--- src/rtl/viterbi_decoder_k3.sv ---
// viterbi_decoder_k3
//   Hard-decision Viterbi decoder for the rate-1/2, K=3 convolutional code
//   (generators 7, 5 octal). Register-exchange survivors give a fixed decode
//   latency of TB_DEPTH symbols; path metrics are min-normalized each symbol.
//
// Parameters
//   TB_DEPTH  survivor length in symbols and decode latency (>= 4)
//   PM_W      path-metric width; metrics saturate at 2^PM_W-1 (>= 4)
//
// Ports
//   clk       rising-edge clock
//   rst       synchronous active-high reset, clears all state
//   enable_i  d_in holds a valid channel symbol this cycle
//   d_in      channel symbol, [1] = g0 (111) bit, [0] = g1 (101) bit
//   valid_o   one-cycle pulse: d_out holds a decoded bit
//   d_out     decoded data bit, oldest first
//   err_ct_o  (only with VITERBI_ERR_CNT_EN) saturating 16-bit count of
//             channel bit errors along the maximum-likelihood path
//
// Optional feature macro: VITERBI_ERR_CNT_EN
module viterbi_decoder_k3 #(
  parameter int TB_DEPTH = 16,
  parameter int PM_W     = 5
) (
  input  logic        clk,
  input  logic        rst,
  input  logic        enable_i,
  input  logic [1:0]  d_in,
  output logic        valid_o,
  output logic        d_out
`ifdef VITERBI_ERR_CNT_EN
  ,
  output logic [15:0] err_ct_o
`endif
);

  localparam int              CNT_W   = $clog2(TB_DEPTH + 1);
  localparam logic [PM_W-1:0] PM_MAX  = '1;
  localparam logic [PM_W-1:0] PM_INIT = PM_W'(3);

  logic [PM_W-1:0]     pm      [4];
  logic [TB_DEPTH-1:0] surv    [4];
  logic [CNT_W-1:0]    fill;

  logic [PM_W-1:0]     c0      [4];
  logic [PM_W-1:0]     c1      [4];
  logic [PM_W-1:0]     cand    [4];
  logic [PM_W-1:0]     pm_nx   [4];
  logic [TB_DEPTH-1:0] surv_nx [4];
  logic [PM_W-1:0]     m;
  logic [1:0]          best;

  // Hamming distance between the received symbol and the symbol emitted
  // when input d leaves state p.
  function automatic logic [1:0] branch_metric(input logic [1:0] sym,
                                               input logic [1:0] p,
                                               input logic       d);
    logic [1:0] x;
    x = sym ^ {d ^ p[1] ^ p[0], d ^ p[0]};
    return {1'b0, x[1]} + {1'b0, x[0]};
  endfunction

  function automatic logic [PM_W-1:0] sat_add(input logic [PM_W-1:0] a,
                                              input logic [1:0]      bm);
    logic [PM_W:0] s;
    s = {1'b0, a} + {{(PM_W-1){1'b0}}, bm};
    return s[PM_W] ? PM_MAX : s[PM_W-1:0];
  endfunction

`ifdef VITERBI_ERR_CNT_EN
  function automatic logic [15:0] sat_err(input logic [15:0]     a,
                                          input logic [PM_W-1:0] inc);
    logic [16:0] s;
    s = {1'b0, a} + 17'(inc);
    return s[16] ? 16'hFFFF : s[15:0];
  endfunction
`endif

  // Add-compare-select, normalization and best-state pick, all in one cycle.
  // Next state i = {d, b}: d = i/2, predecessors {b,0} = 2b and {b,1} = 2b+1.
  always_comb begin
    for (int i = 0; i < 4; i++) begin
      c0[i] = sat_add(pm[2*(i%2)],
                      branch_metric(d_in, 2'(2*(i%2)), 1'(i/2)));
      c1[i] = sat_add(pm[2*(i%2)+1],
                      branch_metric(d_in, 2'(2*(i%2)+1), 1'(i/2)));
      // Tie goes to the {b,0} predecessor.
      if (c1[i] < c0[i]) begin
        cand[i]    = c1[i];
        surv_nx[i] = {surv[2*(i%2)+1][TB_DEPTH-2:0], 1'(i/2)};
      end else begin
        cand[i]    = c0[i];
        surv_nx[i] = {surv[2*(i%2)][TB_DEPTH-2:0], 1'(i/2)};
      end
    end
    m = cand[0];
    for (int i = 1; i < 4; i++)
      if (cand[i] < m) m = cand[i];
    for (int i = 0; i < 4; i++)
      pm_nx[i] = cand[i] - m;
    // Strict compare keeps the lowest index on ties.
    best = 2'd0;
    for (int i = 1; i < 4; i++)
      if (pm_nx[i] < pm_nx[best]) best = 2'(i);
  end

  always_ff @(posedge clk) begin
    if (rst) begin
      pm[0] <= '0;
      for (int i = 1; i < 4; i++) pm[i] <= PM_INIT;
      for (int i = 0; i < 4; i++) surv[i] <= '0;
      fill    <= '0;
      valid_o <= 1'b0;
      d_out   <= 1'b0;
`ifdef VITERBI_ERR_CNT_EN
      err_ct_o <= '0;
`endif
    end else begin
      valid_o <= 1'b0;
      if (enable_i) begin
        for (int i = 0; i < 4; i++) begin
          pm[i]   <= pm_nx[i];
          surv[i] <= surv_nx[i];
        end
        if (fill != CNT_W'(TB_DEPTH)) fill <= fill + 1'b1;
        // This symbol completes (or follows) the first TB_DEPTH accepted.
        valid_o <= (fill >= CNT_W'(TB_DEPTH - 1));
        d_out   <= surv_nx[best][TB_DEPTH-1];
`ifdef VITERBI_ERR_CNT_EN
        err_ct_o <= sat_err(err_ct_o, m);
`endif
      end
    end
  end

endmodule

--- config.mk ---
export PLATFORM = sky130hd
export DESIGN_NAME = viterbi_decoder_k3
export DESIGN_NICKNAME = d
export VERILOG_FILES = /design/src/rtl/viterbi_decoder_k3.sv
export SDC_FILE = /design/constraint.sdc
export NUM_CORES = 1
export LEC_CHECK = 0
export BUFFER_PORTS_ARGS = -buffer_cell sky130_fd_sc_hd__buf_2
export CAP_MARGIN = 30
export CORE_MARGIN = 3
export CORE_UTILIZATION = 55
export DETAILED_ROUTE_END_ITERATION = 16
export GPL_ROUTABILITY_DRIVEN = 0
export GPL_TIMING_DRIVEN = 0
export PLACE_DENSITY = 0.76
export SLEW_MARGIN = 10
export SYNTH_ARGS = -nofsm -noshare
export SYNTH_HDL_FRONTEND = slang
export SYNTH_SLANG_ARGS = --single-unit
--- constraint.sdc ---
create_clock -name clk -period 21.7 [get_ports clk]
set_input_delay 2.17 -clock clk [delete_from_list [all_inputs] [get_ports clk]]
set_output_delay 2.17 -clock clk [all_outputs]
set_load 0.01 [all_outputs]
==> results of run 1 <==
[per-stage QoR]
stage	instance area [um2]	setup WS (ns)	hold WS, ns
final	8160	5.13	0.502
after CTS	8160	5.30	0.504
after detailed placement	7840	5.04	0.482
after global placement	7810	5.44	0.475
after floorplan	7560	7.35	0.458
after global routing	8160	4.25	0.547
[worst paths after layout]
path / to / cells after the start / start
hold / removal: surv[2][0] / 2 / surv[2][0]
hold reg to reg: surv[2][0] / 2 / surv[2][0]
setup reg to reg: d_out / 59 / pm[3][1]
setup / recovery: d_out / 62 / d_in[0]
[cell type report]
| type | instances | area, um2 |
|---|---|---|
| buffer | 30 | 144 |
| clock buffer | 9 | 225 |
| clock inverter | 7 | 98.8 |
| fill | 1119 | 5190 |
| inverter | 50 | 190 |
| multi-input combinational | 654 | 4820 |
| sequential | 83 | 2410 |
| tap | 176 | 220 |
| timing repair buffer | 6 | 52.6 |
[flip-flops by register name, indices dropped and copies added (netlist names)]
name and count:
pm 20, valid_o 1, fill 5, surv 56
d_out 1
[synth_stat cells, types with 9 or more instances]
| library cell | instances | share of area |
|---|---|---|
| o21ai_0 | 31 | 0.021 |
| a31oi_1 | 12 | 0.0099 |
| and2_1 | 10 | 0.0083 |
| nand2b_1 | 14 | 0.012 |
| nor3_1 | 9 | 0.0060 |
| nand2_1 | 41 | 0.020 |
| clkbuf_1 | 15 | 0.0074 |
| mux2_2 | 10 | 0.015 |
| a21oi_1 | 40 | 0.026 |
| nor2b_1 | 12 | 0.0099 |
| a21o_1 | 11 | 0.011 |
| ha_1 | 63 | 0.10 |
| inv_1 | 50 | 0.025 |
| xnor2_1 | 22 | 0.025 |
| mux2i_1 | 65 | 0.086 |
| xor2_1 | 17 | 0.020 |
| nand3_1 | 17 | 0.011 |
| edfxtp_1 | 75 | 0.30 |
| nor2_1 | 121 | 0.060 |
| o21ai_1 | 9 | 0.0060 |
[tightest hold or removal path: cells and delay by family (launching register included)]
family | cells | cell delay, ns
DFF | 1 | 0.32
and+or+nand+nor | 2 | 0.14
[cells by family (layout without fill, tap and decap cells)]
group	count (synthesis)	in the layout	synth area share
AO/OA/AOI/OAI	199	199	0.201
XOR/XNOR	41	41	0.0503
adder cells (fa/ha/maj)	66	66	0.108
buffers and inverters	80	102	0.0439
flip-flops	83	83	0.319
multiplexers	78	78	0.106
AND/OR/NAND/NOR	270	270	0.171
[metal layers]
layer  GRT usage  part of all wire  vias up
li1            -                 -     3051
met1       0.340              0.44     3067
met2       0.428              0.48      266
met3      0.0334             0.060       44
met4      0.0837             0.022        0
met5           0                 0        -
==> results.yml, run 1 <==
route:
  dr.first_iter.drc_count: 593
  vias: 6428
  postRouteAntennaNets: 0
  wl_um: 19200
  dr.pass1.iters: 5
  wl_per_cell_um: 19.0
  drc: 0
  via_per_inst: 6.33
clock_tree:
  clkSlewWorstSetupHoldPaths_ns: 0.06
  clk_path_buf_depth: 2
  cts-resized-gates: 0
  cts_setup_buffers: 0
  htree_levels: 3
  cts_made_buffers: 9
  cts_root_buffer: "clkbuf_16"
  clock_sinks: 83
  cts_tree: "built"
  worstSkewPairLatency_ns: 0.35
  holdBufCountCts: 0
die:
  fp.dieW_um: 123
  dieArea_um2: 15200
  die_h_um: 123
  ios: 7
  initial_utilization: 0.566
  core_um2: 13300
  row_count: 42
global_route:
  grt_pass1_vias: 6128
  grt_remaining_overflow: 0
  antenna_found_initial: 0
  gr-usage-all-layers: 0.255
  grt_pass1_wl_um: 30500
  grt_max_degree: 66
critical_path:
  r2r_slack_ns: 7.15
  cp_top_family: "compound AO/OA/AOI/OAI gates"
  end_kind: "flip-flop"
  cp.required_ns: 21.97
  worstSetupPathType: "in2reg"
  path_common_cell: "ha_1"
  startpoint_type: "input pin"
  cp.arrival_ns: 16.84
  worstPathMaxFanout: 10
  crit_path_top_delay_cell: "a21oi_1"
  crit_buf_inv: 9
  critical_path.max_stage_delay_ns: 0.72
cells_and_area:
  mostFrequentLayoutCell: "nor2_1"
  final_cells: 1015
  final_util: 0.611
  syn_to_final_growth_pct: 7.93
  final_cell_mix: "nor2_1 (121), edfxtp_1 (75), mux2i_1 (65)"
  fin_nets: 902
  n_antenna_cell: 0
  drive_above_1_share: 0.104
logic_synthesis:
  syn_area_per_cell_um2: 9.25
  synth-edff-count: 75
  syn_nets: 885
  synthArstFlopShare: 0
  ys_ff_latch: 83
  ys_types: 88
  ys_seq_area_frac: 0.319
  syn_inst: 817
  syn_area_um2: 7560
  ys_warn_count: 0
  synth_ff_type: "edfxtp_1"
timing:
  fin_setup_tns_ns: 0
  finalClockSkew_ns: 0.00510
  final-hold-violation-count: 0
  period_share: 0.764
  max_slew.worst_pin.slew_ns: 0.975
  max_slew_margin: 0.343
  rsz0062_at_grt: "false"
  post-route-min-period_ns: 16.57
  drv_slew: 0
  timing.fmax_mhz: 60.3
  finalSetupViolations: 0
job:
  cap_violations: 0
place:
  post-place-cells: 999
  hpwl_um: 14300
  numPortBuffers: 5
hold_path:
  min_path_type: "reg2reg"
outcome:
  status: "completed"
Power of run 1 is not shown: default switching activity piles up to over one toggle a cycle in this logic, so the estimate is an artifact.
==> run 2: changes to the inputs <==
--- a/config.mk
+++ b/config.mk
@@ -5,6 +5,7 @@
 export SDC_FILE = /design/constraint.sdc
 export NUM_CORES = 1
 export LEC_CHECK = 0
+export ABC_AREA = 1
 export BUFFER_PORTS_ARGS = -buffer_cell sky130_fd_sc_hd__buf_2
 export CAP_MARGIN = 30
 export CORE_MARGIN = 3
==> constraint.sdc (replaced) <==
create_clock -name clk -period 16.66 [get_ports clk]
set_input_delay 1.666 -clock clk [delete_from_list [all_inputs] [get_ports clk]]
set_output_delay 1.666 -clock clk [all_outputs]
set_load 0.01 [all_outputs]
==> run 2 against run 1 <==
Against the previous run: routed wire length is 14% lower; hold slack worse by 0.016 ns; count of clock-buffer cells in the layout is 1 higher; global-route usage is 1.6 points lower; non-clock buffer count is 4 lower; first-iteration DRC count is 27% lower; setup slack worse by 0.88 ns; final area is 4.6% lower; area after synthesis is 4.1% lower.
==> results.yml, run 2 <==
logic_synthesis:
  synth-edff-count: 75
  syn_area_um2: 7250
  syn_area_per_cell_um2: 7.23
  synth_ff_type: "edfxtp_1"
  ys_seq_area_frac: 0.333
  synth_top_area_share: 0.311
  syn_inst: 1003
  ys_warn_count: 0
  synth.most_common_cell: "nand2_1"
  ys_ff_latch: 83
  synthArstFlopShare: 0
  post_synth_main_area_contributors: "edfxtp_1 (31%), ha_1 (11%), nand2_1 (10%)"
  ys_types: 42
  synth_top_area_cell: "edfxtp_1"
  syn_nets: 1071
  synthTopCellsByCount: "nand2_1 (202), nor2_1 (151), inv_1 (128), nand3_1 (89), o21ai_0 (82)"
place:
  hpwl_um: 13100
  numPortBuffers: 6
  dpl_cell_area_um2: 7520
cells_and_area:
  drive_above_1_share: 0.107
  final_cell_mix: "nand2_1 (201), nor2_1 (151), inv_1 (128)"
  syn_to_final_growth_pct: 7.37
  reg_top3: "surv x56, pm x20, fill x5"
  largest_register: "surv"
  n_antenna_cell: 0
  mostFrequentLayoutCell: "nand2_1"
  final_cell_area_um2: 7780
  final_util: 0.609
  largest_register_ffs: 56
  fillers: 1160
  fin_nets: 1089
die:
  row_count: 41
  die_h_um: 121
  initial_utilization: 0.567
  fp.dieW_um: 121
  ios: 7
  core_um2: 12800
  dieArea_um2: 14600
clock_tree:
  holdBufCountCts: 0
  cts_tree: "built"
  cts_root_buffer: "clkbuf_16"
  cts-resized-gates: 0
  clkSlewWorstSetupHoldPaths_ns: 0.06
  worstSkewPairLatency_ns: 0.33
  htree_levels: 3
  clock_sinks: 83
  cts_setup_buffers: 0
  clk_path_buf_depth: 2
  cts_made_buffers: 9
route:
  wl_per_cell_um: 13.8
  wl_um: 16600
  drc: 0
  postRouteAntennaNets: 0
  vias: 6377
  dr.first_iter.drc_count: 430
  via_per_inst: 5.32
  dr.pass1.iters: 5
critical_path:
  cp.required_ns: 16.89
  cp.arrival_ns: 12.64
  startpoint_type: "input pin"
  path_common_cell: "ha_1"
  critical_path.max_stage_delay_ns: 0.51
  worstSetupPathType: "in2reg"
  worstPathMaxFanout: 10
  end_kind: "flip-flop"
  crit_path_top_delay_cell: "o21ai_0"
global_route:
  antenna_found_initial: 0
  grt_remaining_overflow: 0
  gr-usage-all-layers: 0.238
  grt_pass1_vias: 6196
  grt_pass1_wl_um: 28100
  grt_max_degree: 45
timing:
  drv_slew: 0
  period_share: 0.745
  max_slew.worst_pin.slew_ns: 0.617
  whs_ns: 0.485
  post-route-min-period_ns: 12.41
  finalClockSkew_ns: 0.00318
  final-hold-violation-count: 0
  fin_setup_tns_ns: 0
  rsz0062_at_grt: "false"
  timing.fmax_mhz: 80.6
  finalSetupViolations: 0
  max_slew_margin: 0.589
outcome:
  status: "completed"
job:
  cap_violations: 0
hold_path:
  min_path_type: "reg2reg"
-- run 2: changes by cell type after synthesis, moves of 30 or more --
cell     before  now
inv_1        50  128
o21ai_0      31   82
mux2i_1      65    0
nand2_1      41  202
nor2_1      121  151
nand2_2       0   32
nand3_1      17   89
-- run 2: area by class of cell --
type                       count  area, um2  area share
buffer                        25        119      0.0153
clock buffer                  10        229      0.0294
clock inverter                 6       32.5     0.00418
inverter                     138        518      0.0666
multi-input combinational    757       4210       0.541
sequential                    83       2410       0.310
tap                          172        215      0.0277
timing repair buffer           7       50.0     0.00643
-- run 2: worst paths after layout --
path	start	to	cells past startpoint	slack [ns]
hold / removal	d_out	d_out	2	0.49
setup / recovery	d_in[0]	d_out	67	4.25
setup reg to reg	pm[1][1]	d_out	65	5.78
hold reg to reg	d_out	d_out	2	0.49
-- run 2: stage by stage --
stage / setup WS [ns] / instances
after floorplan: 6.00 / 1003
after global placement: 3.97 / 1181
after detailed placement: 3.92 / 1182
after CTS: 4.21 / 1198
after global routing: 3.20 / 1198
final: 4.25 / 1198
-- run 2: cells by family after synthesis --
kind of cell               after synthesis  synth area share
DFF                                     83             0.333
buffers and inverters                  163            0.0879
adders and majority gates               63             0.109
muxes                                    1           0.00155
AOI/OAI and AO/OA                      129            0.0961
xor gates and xnor gates                33            0.0419
and+or+nand+nor                        531             0.331
-- run 2: layer usage --
| metal | GRT usage | up-vias | share of wire |
|---|---|---|---|
| met2 | 0.418 | 181 | 0.48 |
| li1 | - | 3294 | - |
| met4 | 0.0829 | 0 | 0.024 |
| met1 | 0.305 | 2873 | 0.45 |
| met5 | 0 | - | 0 |
| met3 | 0.0271 | 29 | 0.045 |
-- run 2: critical path: cells and delay by family --
family | cells | cell delay, ns
compound gates | 14 | 2.94
xor+xnor | 2 | 0.52
fa+ha+maj | 12 | 3.49
buf+inv | 11 | 1.19
simple gates | 28 | 2.80
Power of run 2 is left out for the same reason.
==> run 3: changes to the inputs <==
--- a/config.mk
+++ b/config.mk
@@ -13,7 +13,7 @@
 export DETAILED_ROUTE_END_ITERATION = 16
 export GPL_ROUTABILITY_DRIVEN = 0
 export GPL_TIMING_DRIVEN = 0
-export PLACE_DENSITY = 0.76
+export PLACE_DENSITY = 0.79
 export SLEW_MARGIN = 10
 export SYNTH_ARGS = -nofsm -noshare
 export SYNTH_HDL_FRONTEND = slang
==> constraint.sdc (replaced) <==
create_clock -name clk -period 10.9 [get_ports clk]
set_input_delay 1.09 -clock clk [delete_from_list [all_inputs] [get_ports clk]]
set_output_delay 1.09 -clock clk [all_outputs]
set_load 0.01 [all_outputs]
==> run 3 against run 2 <==
Against the previous run: via count up 1.5%; non-clock buffer count up 8; flip-flop and latch count unchanged; largest cell class unchanged.
==> results.yml, run 3 (synthesis gave the netlist of run 2 again) <==
outcome:
  status: "completed"
global_route:
  grt_pass1_vias: 5754
  gr-usage-all-layers: 0.236
  grt_remaining_overflow: 0
  grt_max_degree: 67
  antenna_found_initial: 0
  grt_pass1_wl_um: 27500
cells_and_area:
  drive_above_1_share: 0.139
  largest_register: "surv"
  syn_to_final_growth_pct: 11.2
  largest_register_ffs: 56
  mostFrequentLayoutCell: "nand2_1"
  fin_nets: 1097
  reg_top3: "surv x56, pm x20, fill x5"
  final_cell_mix: "nand2_1 (201), nor2_1 (149), inv_1 (125)"
  n_antenna_cell: 0
critical_path:
  reg2reg_from: "pm[0][1]"
  worstSetupPathType: "in2reg"
  crit_path_top_delay_cell: "or2_2"
  crit_buf_inv: 10
  cp_top_family: "simple AND/OR/NAND/NOR gates"
  end_kind: "flip-flop"
  critical_path.max_stage_delay_ns: 0.32
  r2r_slack_ns: 1.26
  startpoint_type: "input pin"
  cp.required_ns: 11.14
  cp.arrival_ns: 10.58
  r2r-end: "d_out"
  r2r_cells: 66
  path_common_cell: "nand2_1"
  worstPathMaxFanout: 10
hold_path:
  min_path_type: "reg2reg"
  whs_endpoint: "d_out"
  worstHoldPathCells: 2
  hold_path.startpoint: "d_out"
die:
  row_count: 41
  ios: 7
  die_h_um: 121
  dieArea_um2: 14600
  fp.dieW_um: 121
  core_um2: 12800
  initial_utilization: 0.567
clock_tree:
  htree_levels: 3
  holdBufCountCts: 0
  cts_tree: "built"
  clkSlewWorstSetupHoldPaths_ns: 0.06
  worstSkewPairLatency_ns: 0.34
  cts_made_buffers: 9
  clk_path_buf_depth: 2
  clock_sinks: 83
  cts_root_buffer: "clkbuf_16"
timing:
  post-route-min-period_ns: 10.34
  final-hold-violation-count: 0
  layout_setup_ws_ns: 0.556
  finalClockSkew_ns: 0.00832
  max_slew_margin: 0.566
  max_slew.worst_pin.slew_ns: 0.652
  finalSetupViolations: 0
  timing.fmax_mhz: 96.7
  drv_slew: 0
  period_share: 0.949
route:
  vias: 6473
  drc: 0
  dr.first_iter.drc_count: 493
  dr.pass1.iters: 5
  via_per_inst: 5.37
  postRouteAntennaNets: 0
  wl_per_cell_um: 14.2
  wl_um: 17100
job:
  cap_violations: 0
place:
  dpl_worst_slack_ns: -1.15
  hpwl_um: 13000
  numPortBuffers: 6
## run 3: cell types whose count changed in the layout (fill, tap and decap cells not counted), moves of 3 or more
cell,delta
clkinv_1,-3
o21ai_0,-8
nand2_2,-3
buf_4,+8
inv_1,-3
o21ai_2,+4
ha_1,-6
ha_4,+5
o21ai_1,+3
## run 3: cell type report
type | count | area [um2]
tap | 172 | 215
fill | 1127 | 4710
clock inverter | 7 | 68.8
timing repair buffer | 15 | 120
inverter | 138 | 528
sequential | 83 | 2410
buffer | 25 | 119
multi-input combinational | 757 | 4370
clock buffer | 9 | 225
## run 3: through the flow
step	std cells	TNS, ns	utilization	instance area [um2]	hold WS, ns
2_1_floorplan	1003	0	-	7250	0.445
3_3_place_gp	1181	-1.03	0.587	7490	0.460
3_5_place_dp	1182	-1.15	0.589	7530	0.470
4_1_cts	1198	0	0.615	7850	0.479
5_1_grt	1206	-0.166	0.631	8060	0.516
6_report	1206	0	0.631	8060	0.476
## run 3: what timing repair did
action	in CTS	in global routing
setup buffers	0	8
endpoints found under the setup margin	1	1
pin swaps	1	11
resized for setup	11	34
## run 3: how the worst max path moves through the flow
stage / slack, ns / end / depth (start not counted) / from
final: 0.56 / d_out / 67 / d_in[0]
after global placement: -1.03 / d_out / 65 / d_in[0]
after CTS: 0.008 / d_out / 68 / d_in[0]
after detailed placement: -1.15 / d_out / 65 / d_in[0]
after floorplan: 0.82 / d_out / 62 / d_in[0]
after global routing: -0.17 / d_out / 71 / d_in[0]
## run 3: tightest hold or removal path, stage by stage (launching register included)
cell     delay, ns
dfxtp_1       0.31
nand3_1       0.07
nand2_1       0.05
## run 3: metal layers
layer	wire [um]	track usage
met1	7450	0.313
met2	8370	0.402
met3	816	0.0234
met4	452	0.0871
met5	0	0
Power of run 3 is left out for the same reason.
